--- src/rtl/dmem_req_unit_pkg.sv ---
// Shared types and lane helpers for the MEM-stage data-memory request unit.
// Holds the access-size and FSM state enums plus the byte-lane arithmetic
// that both the request path and the load aligner rely on.
package dmem_pkg;

    typedef enum logic [1:0] {
        SZ_B = 2'd0,
        SZ_H = 2'd1,
        SZ_W = 2'd2
    } size_e;

    typedef enum logic [1:0] {
        ST_IDLE = 2'd0,
        ST_REQ  = 2'd1,
        ST_RSP  = 2'd2,
        ST_DONE = 2'd3
    } state_e;

    // Size code 3 has no meaning of its own and behaves as a word access.
    function automatic size_e decode_size(input logic [1:0] raw);
        case (raw)
            2'd0:    return SZ_B;
            2'd1:    return SZ_H;
            default: return SZ_W;
        endcase
    endfunction

    // Byte offset inside the word actually used by an access; address bits
    // finer than the access size are dropped.
    function automatic logic [1:0] lane_offset(input size_e sz, input logic [1:0] a);
        case (sz)
            SZ_B:    return a;
            SZ_H:    return {a[1], 1'b0};
            default: return 2'b00;
        endcase
    endfunction

    function automatic logic [3:0] lane_strobe(input size_e sz, input logic [1:0] a);
        case (sz)
            SZ_B:    return 4'b0001 << a;
            SZ_H:    return 4'b0011 << {a[1], 1'b0};
            default: return 4'hF;
        endcase
    endfunction

    // Store data is replicated across the word so every possible lane
    // already carries the right bytes; the strobe picks the live ones.
    function automatic logic [31:0] lane_wdata(input size_e sz, input logic [31:0] d);
        case (sz)
            SZ_B:    return {4{d[7:0]}};
            SZ_H:    return {2{d[15:0]}};
            default: return d;
        endcase
    endfunction

    function automatic logic is_misaligned(input size_e sz, input logic [1:0] a);
        case (sz)
            SZ_B:    return 1'b0;
            SZ_H:    return a[0];
            default: return (a != 2'b00);
        endcase
    endfunction

endpackage

--- src/rtl/dmem_req_unit_if.sv ---
// Valid/ready data-memory bus between the request unit (master) and the
// memory responder (slave). Writes are posted; reads return on m_rvalid.
interface dmem_req_unit_if #(
    parameter int AW = 32
);
    logic          m_valid;
    logic          m_ready;
    logic          m_we;
    logic [AW-1:0] m_addr;
    logic [31:0]   m_wdata;
    logic [3:0]    m_wstrb;
    logic          m_rvalid;
    logic [31:0]   m_rdata;

    modport master (
        output m_valid, m_we, m_addr, m_wdata, m_wstrb,
        input  m_ready, m_rvalid, m_rdata
    );

    modport slave (
        input  m_valid, m_we, m_addr, m_wdata, m_wstrb,
        output m_ready, m_rvalid, m_rdata
    );
endinterface

--- src/rtl/dmem_req_unit_load_align.sv ---
// Load data aligner: moves the addressed bytes of a read word down to bit 0
// and sign- or zero-extends them according to the access size.
import dmem_pkg::*;

module dmem_load_align (
    input  logic [31:0] rdata,
    input  size_e       size,
    input  logic        uns,
    input  logic [1:0]  offset,
    output logic [31:0] data
);

    logic [31:0] shifted;

    // Shift the selected lane down, then extend to the full register width.
    always_comb begin
        shifted = rdata >> {offset, 3'b000};
        case (size)
            SZ_B:    data = uns ? {24'h0, shifted[7:0]}  : {{24{shifted[7]}}, shifted[7:0]};
            SZ_H:    data = uns ? {16'h0, shifted[15:0]} : {{16{shifted[15]}}, shifted[15:0]};
            default: data = shifted;
        endcase
    end

endmodule

--- src/rtl/dmem_req_unit.sv ---
// MEM-stage data-memory initiator. Converts pipeline load/store controls into
// a valid/ready request, waits for read data, and stalls the pipeline while
// an access is in flight. A watchdog (TO_CYCLES, 0 = off) turns a hung access
// into a one-cycle bus_err pulse.
// Optional build macro DMEM_MISALIGN_EXC_EN: misaligned half/word accesses
// skip the bus entirely and pulse the extra misalign output instead.
import dmem_pkg::*;

module dmem_req_unit #(
    parameter int AW        = 32,
    parameter int TO_CYCLES = 64
) (
    input  logic        clk,
    input  logic        clr,
    input  logic [31:0] Mem_Alu_R,
    input  logic [31:0] Mem_D2,
    input  logic        Mem_Rmem,
    input  logic        Mem_Wmem,
    input  logic [1:0]  Mem_Size,
    input  logic        Mem_Uns,
    output logic        stall,
    output logic [31:0] Dout,
    output logic        ld_done,
    output logic        bus_err,
`ifdef DMEM_MISALIGN_EXC_EN
    output logic        misalign,
`endif
    dmem_req_unit_if.master mem
);

    // Wide enough to hold TO_CYCLES itself, since a load handshake on the
    // last REQ cycle carries the count one past the limit into RSP.
    localparam int CW = $clog2(TO_CYCLES + 2);

    state_e        state;
    size_e         lat_size;
    logic          lat_uns;
    logic          lat_we;
    logic [1:0]    lat_off;
    logic [CW-1:0] wd_cnt;
    logic          wd_expired;
    size_e         req_size;
    logic          req_misaligned;
    logic [31:0]   aligned;

    assign req_size = decode_size(Mem_Size);

`ifdef DMEM_MISALIGN_EXC_EN
    assign req_misaligned = is_misaligned(req_size, Mem_Alu_R[1:0]);
`else
    assign req_misaligned = 1'b0;
`endif

    // The count equals the number of REQ/RSP cycles already spent; the
    // handshake or response still wins on the final cycle.
    assign wd_expired = (TO_CYCLES != 0) && (wd_cnt >= CW'(TO_CYCLES - 1));

    // The pipeline must freeze in the very cycle a new access shows up.
    assign stall = (state == ST_REQ) || (state == ST_RSP) ||
                   ((state == ST_IDLE) && (Mem_Rmem || Mem_Wmem));

    dmem_load_align u_align (
        .rdata  (mem.m_rdata),
        .size   (lat_size),
        .uns    (lat_uns),
        .offset (lat_off),
        .data   (aligned)
    );

    // Access sequencer: issue, handshake, collect read data, report, return.
    always_ff @(posedge clk) begin
        if (clr) begin
            state       <= ST_IDLE;
            lat_size    <= SZ_B;
            lat_uns     <= 1'b0;
            lat_we      <= 1'b0;
            lat_off     <= 2'b00;
            wd_cnt      <= '0;
            Dout        <= 32'h0;
            ld_done     <= 1'b0;
            bus_err     <= 1'b0;
            mem.m_valid <= 1'b0;
            mem.m_we    <= 1'b0;
            mem.m_addr  <= '0;
            mem.m_wdata <= 32'h0;
            mem.m_wstrb <= 4'h0;
`ifdef DMEM_MISALIGN_EXC_EN
            misalign    <= 1'b0;
`endif
        end else begin
            ld_done <= 1'b0;
            bus_err <= 1'b0;
`ifdef DMEM_MISALIGN_EXC_EN
            misalign <= 1'b0;
`endif
            case (state)
                ST_IDLE: begin
                    if (Mem_Rmem || Mem_Wmem) begin
                        lat_size <= req_size;
                        lat_uns  <= Mem_Uns;
                        lat_we   <= Mem_Wmem;
                        lat_off  <= lane_offset(req_size, Mem_Alu_R[1:0]);
                        if (req_misaligned) begin
                            Dout  <= 32'h0;
                            state <= ST_DONE;
`ifdef DMEM_MISALIGN_EXC_EN
                            misalign <= 1'b1;
`endif
                        end else begin
                            mem.m_valid <= 1'b1;
                            mem.m_we    <= Mem_Wmem;
                            mem.m_addr  <= {Mem_Alu_R[AW-1:2], 2'b00};
                            mem.m_wdata <= Mem_Wmem ? lane_wdata(req_size, Mem_D2) : 32'h0;
                            mem.m_wstrb <= Mem_Wmem ? lane_strobe(req_size, Mem_Alu_R[1:0]) : 4'h0;
                            wd_cnt      <= '0;
                            state       <= ST_REQ;
                        end
                    end
                end
                ST_REQ: begin
                    if (TO_CYCLES != 0) begin
                        wd_cnt <= wd_cnt + CW'(1);
                    end
                    if (mem.m_ready) begin
                        mem.m_valid <= 1'b0;
                        state       <= lat_we ? ST_DONE : ST_RSP;
                    end else if (wd_expired) begin
                        mem.m_valid <= 1'b0;
                        bus_err     <= 1'b1;
                        Dout        <= 32'h0;
                        state       <= ST_DONE;
                    end
                end
                ST_RSP: begin
                    if (TO_CYCLES != 0) begin
                        wd_cnt <= wd_cnt + CW'(1);
                    end
                    if (mem.m_rvalid) begin
                        Dout    <= aligned;
                        ld_done <= 1'b1;
                        state   <= ST_DONE;
                    end else if (wd_expired) begin
                        bus_err <= 1'b1;
                        Dout    <= 32'h0;
                        state   <= ST_DONE;
                    end
                end
                default: begin
                    state <= ST_IDLE;
                end
            endcase
        end
    end

endmodule

--- src/flat_wrapper.sv ---
// flat-port wrapper written by rule: the top's interface ports become plain ports
module dmem_req_unit_flat 
#(
    parameter int AW        = 32,
    parameter int TO_CYCLES = 64
)
  (clk, clr, Mem_Alu_R, Mem_D2, Mem_Rmem, Mem_Wmem, Mem_Size, Mem_Uns, stall, Dout, ld_done, bus_err, mem_m_valid, mem_m_we, mem_m_addr, mem_m_wdata, mem_m_wstrb, mem_m_ready, mem_m_rvalid, mem_m_rdata);
  dmem_req_unit_if #(.AW(AW)) mem_i ();
  input  logic clk;
  input  logic clr;
  input  logic [31:0] Mem_Alu_R;
  input  logic [31:0] Mem_D2;
  input  logic Mem_Rmem;
  input  logic Mem_Wmem;
  input  logic [1:0] Mem_Size;
  input  logic Mem_Uns;
  output logic stall;
  output logic [31:0] Dout;
  output logic ld_done;
  output logic bus_err;
  output wire logic [$bits(mem_i.m_valid)-1:0] mem_m_valid;
  output wire logic [$bits(mem_i.m_we)-1:0] mem_m_we;
  output wire logic [$bits(mem_i.m_addr)-1:0] mem_m_addr;
  output wire logic [$bits(mem_i.m_wdata)-1:0] mem_m_wdata;
  output wire logic [$bits(mem_i.m_wstrb)-1:0] mem_m_wstrb;
  input wire logic [$bits(mem_i.m_ready)-1:0] mem_m_ready;
  input wire logic [$bits(mem_i.m_rvalid)-1:0] mem_m_rvalid;
  input wire logic [$bits(mem_i.m_rdata)-1:0] mem_m_rdata;
  assign mem_m_valid = mem_i.m_valid;
  assign mem_m_we = mem_i.m_we;
  assign mem_m_addr = mem_i.m_addr;
  assign mem_m_wdata = mem_i.m_wdata;
  assign mem_m_wstrb = mem_i.m_wstrb;
  assign mem_i.m_ready = mem_m_ready;
  assign mem_i.m_rvalid = mem_m_rvalid;
  assign mem_i.m_rdata = mem_m_rdata;
  dmem_req_unit #(.AW(AW), .TO_CYCLES(TO_CYCLES)) u_core (.clk(clk), .clr(clr), .Mem_Alu_R(Mem_Alu_R), .Mem_D2(Mem_D2), .Mem_Rmem(Mem_Rmem), .Mem_Wmem(Mem_Wmem), .Mem_Size(Mem_Size), .Mem_Uns(Mem_Uns), .stall(stall), .Dout(Dout), .ld_done(ld_done), .bus_err(bus_err), .mem(mem_i));
endmodule
--- config.mk ---
export PLATFORM = sky130hd
export DESIGN_NAME = dmem_req_unit_flat
export DESIGN_NICKNAME = d
export VERILOG_FILES = /design/src/rtl/dmem_req_unit_pkg.sv /design/src/rtl/dmem_req_unit_if.sv /design/src/rtl/dmem_req_unit_load_align.sv /design/src/rtl/dmem_req_unit.sv /design/src/flat_wrapper.sv
export SDC_FILE = /design/constraint.sdc
export NUM_CORES = 1
export LEC_CHECK = 0
export ABC_AREA = 1
export CORE_MARGIN = 2
export CORE_UTILIZATION = 47
export CTS_CLUSTER_DIAMETER = 200
export DETAILED_ROUTE_END_ITERATION = 10
export HOLD_SLACK_MARGIN = 0.02
export PLACE_DENSITY_LB_ADDON = 0.05
export SKIP_LAST_GASP = 1
export SLEW_MARGIN = 20
export SYNTH_ARGS = -nofsm -noshare
export SYNTH_HDL_FRONTEND = slang
export SYNTH_SLANG_ARGS = --single-unit
--- constraint.sdc ---
create_clock -name clk -period 3.5 [get_ports clk]
set_clock_uncertainty 0.05 [all_clocks]
set_input_delay 1.05 -clock clk [delete_from_list [all_inputs] [get_ports clk]]
set_output_delay 1.05 -clock clk [all_outputs]
set_load 0.1 [all_outputs]
==> out/metrics.cfg <==
[timing]
whs_ns=0.411
finalSetupTns_ns=0
finalCriticalPeriod_ns=3.19
setup_viol=0
maxSlewViolCount=0
slew_headroom_pct=41.3
rsz0062_at_grt=no
finalHoldViolCount=0
worst_slew_pin_slew_ns=0.880
max_freq_mhz=313
period_share_pct=91.3

[detailed_routing]
finalWirelength_mm=16.1
drt-vias-per-instance=5.16
drc=0
drt_iter0_markers=350
post_drt_wl_per_cell_um=14.7
drt_first_pass_iters=5
met3_wirelength_mm=1.35
wl_met1_mm=6.80
wl_met2_mm=7.66
ant_nets=0
top_layer_used=met4
via_count=5680

[power_and_ir_drop]
p_int_mw=3.08
power_frac_seq_pct=29.3
p_sw_mw=2.24
clkPwrFrac_pct=32.7
power_leakage_nw=3.43
power_mw=5.32
power.density_nw_per_um2=687
peakVddDrop_uv=423
p_sw_share_pct=42.1
combPwrFrac_pct=38.1

[cts]
postCtsSetupBuffers=0
cts_sinks=116
clockBufferDepth=2
htreeDepth=4
cts_made_buffers=17
cts_tree=done
path_clk_slew_ns=0.06
ctsResizeCount=0
clk_latency_ns=0.41
ctsHoldBuffers=0
cts_root_buf=clkbuf_16

[final_layout]
areaGrowthSynthToFinish_pct=44.7
n_antenna_cell=0
multi_input_area_sq_um=2630
drive_gt1_share_pct=18.0
seq_area_sq_um=2320
fillers=906
final_nets=1059

[worst_setup_path]
reg2reg_slack_ns=1.35
cp_slowest_cell=clkdlybuf4s50_1
cp-end-kind=output pin
arrival_ns=2.09
startpoint_type=primary input
path_class=in2out
required_ns=2.40
reg2reg_from=u_core.state[1]
crit_buf_inv=3
crit_path_max_incr_delay_ns=0.55
cp_top_family=buffers and inverters
path_cells=clkdlybuf4s50_1, nor2_2, nor2_4, inv_2, nand2_1, buf_12
reg2reg_depth=9
worst-path-max-fanout=4
r2r-end=u_core.mem.m_wstrb[1]

[yosys]
synthMuxAreaShare_pct=0
syn_avg_cell_area_sq_um=7.02
syn_inst=762
synthTopCellsByCount=233 x nand2_1, 116 x dfxtp_1, 90 x nor2_1
synth-simple-area-share_pct=29.3
syn_area_sq_um=5350
synth_edf_count=0
yosys-top-cells-area=dfxtp_1 43%, nand2_1 16%, a21oi_1 7.4%, nor2_1 6.3%, o21ai_0 6.0%
synth_top_area_cell=dfxtp_1
ys_ff_latch=116
synth_top_family_by_area=simple AND/OR/NAND/NOR gates
synth-warning-count=0
synth_compound_area_share_pct=18.2
synth_top_area_share_pct=43.4
synth.most_common_cell=nand2_1
synthAdderAreaFrac_pct=1.40
yosys_most_used_dff=dfxtp_1
yosys.cell_types.count=37
yosysSeqAreaShare_pct=43.4
synthXorXnorAreaFrac_pct=0
synthArstFlopShare_pct=0

[placed_design]
globalplace.congestion=0.854
dpl.hpwl_mm=11.4
port_buffers=207

[floorplan]
core_sq_um=11000
dieArea_sq_um=12300
rows=38
io_pins=210
dieWidth_um=111
initial_core_util_pct=48.7
die_h_um=111

[hold_path]
hold_path_class=reg2reg
min_path_cells=2
min_to=u_core.Dout[19]
hold_start=u_core.Dout[19]

[global_route]
grt_pass1_wl_mm=26.9
grt_util_all_layers_pct=26.4
grt-ovfl-total=0
grt_pass1_vias=5637
grt_max_degree=76
grt_antenna_before_repair=0

[run_status]
status=complete, no violations

[flow_run]
maxCapViolCount=0

-- layer usage --
layer  track usage [%]  vias to the layer above
li1                  -                     2854
met1              32.2                     2598
met2              42.7                      200
met3              9.73                       28
met4              10.0                        0
met5                 0                        -
-- registers in the layout (all words and copies together), names as in the netlist --
| register | count |
|---|---|
| u_core.mem.m_addr | 30 |
| u_core.mem.m_wstrb | 4 |
| u_core.bus_err | 1 |
| u_core.Dout | 32 |
| u_core.lat_off | 2 |
| u_core.lat_uns | 1 |
| u_core.mem.m_valid | 1 |
| u_core.wd_cnt | 7 |
| u_core.state | 2 |
| u_core.ld_done | 1 |
| u_core.mem.m_wdata | 32 |
| u_core.lat_we | 1 |
| u_core.lat_size | 2 |
-- layout make-up --
type	count	area share [%]
multi-input combinational	560	33.9
clock buffer	18	5.54
sequential	116	30.0
timing repair buffer	215	24.3
clock inverter	14	2.09
tap	140	2.26
inverter	38	1.86
-- worst max-delay path by stage --
stage,startpoint,endpoint,slack (ns),depth (start not counted)
2_1_floorplan,Mem_Wmem,stall,0.15,6
3_3_place_gp,Mem_Wmem,stall,0.30,6
5_1_grt,Mem_Wmem,stall,0.26,6
3_5_place_dp,Mem_Wmem,stall,0.30,6
6_report,Mem_Wmem,stall,0.31,6
4_1_cts,Mem_Wmem,stall,0.30,6
-- power groups by stage --
| stage | clock (mW) | sequential (mW) | combinational [mW] |
|---|---|---|---|
| floorplan | 0 | 2.42 | 0.708 |
| finish | 1.74 | 1.55 | 2.02 |
| detailed placement | 0 | 1.58 | 2.02 |
| global route | 1.83 | 1.57 | 2.15 |
| global placement | 0 | 1.57 | 2.00 |
| CTS | 1.76 | 1.55 | 2.03 |
-- stage by stage --
stage	instances	area [sq um]	setup slack, ns	util (%)
5_1_grt	1101	7740	0.257	70.5
3_5_place_dp	1069	7150	0.297	65.1
6_report	1101	7740	0.305	70.5
4_1_cts	1101	7740	0.298	70.5
3_3_place_gp	1069	7150	0.301	65.1
2_1_floorplan	763	5350	0.149	-
-- cells in the final DEF (no fill, tap or decap), drive strengths merged, types with 2 or more instances in the layout --
cell type      instances
clkbuf                18
nor3                   2
a21oi                 82
bufinv                 3
nor2                  95
inv                   37
nand3                 38
clkinv                 7
a31oi                  2
nand2                236
conb                   2
o21ai                 66
o22ai                  7
clkinvlp               5
buf                  112
nand4                  2
a211oi                 2
ha                     6
o21a                   2
clkdlybuf4s50        103
dfxtp                116
o211ai                14
-- worst reg2reg max path, delay by kind of cell (launching register included) --
kind	cells	cell delay, ns
buf+inv	4	0.87
flops	1	0.43
compound gates	3	0.37
fa+ha+maj	1	0.23
simple gates	1	0.06
-- kinds of logic after synthesis --
kind of cell / after synthesis
AOI/OAI and AO/OA: 178
other: 1
adders and majority gates: 6
DFF: 116
and+or+nand+nor: 374
buffers and inverters: 87
Note: power is estimated with default switching activity, not from simulation.
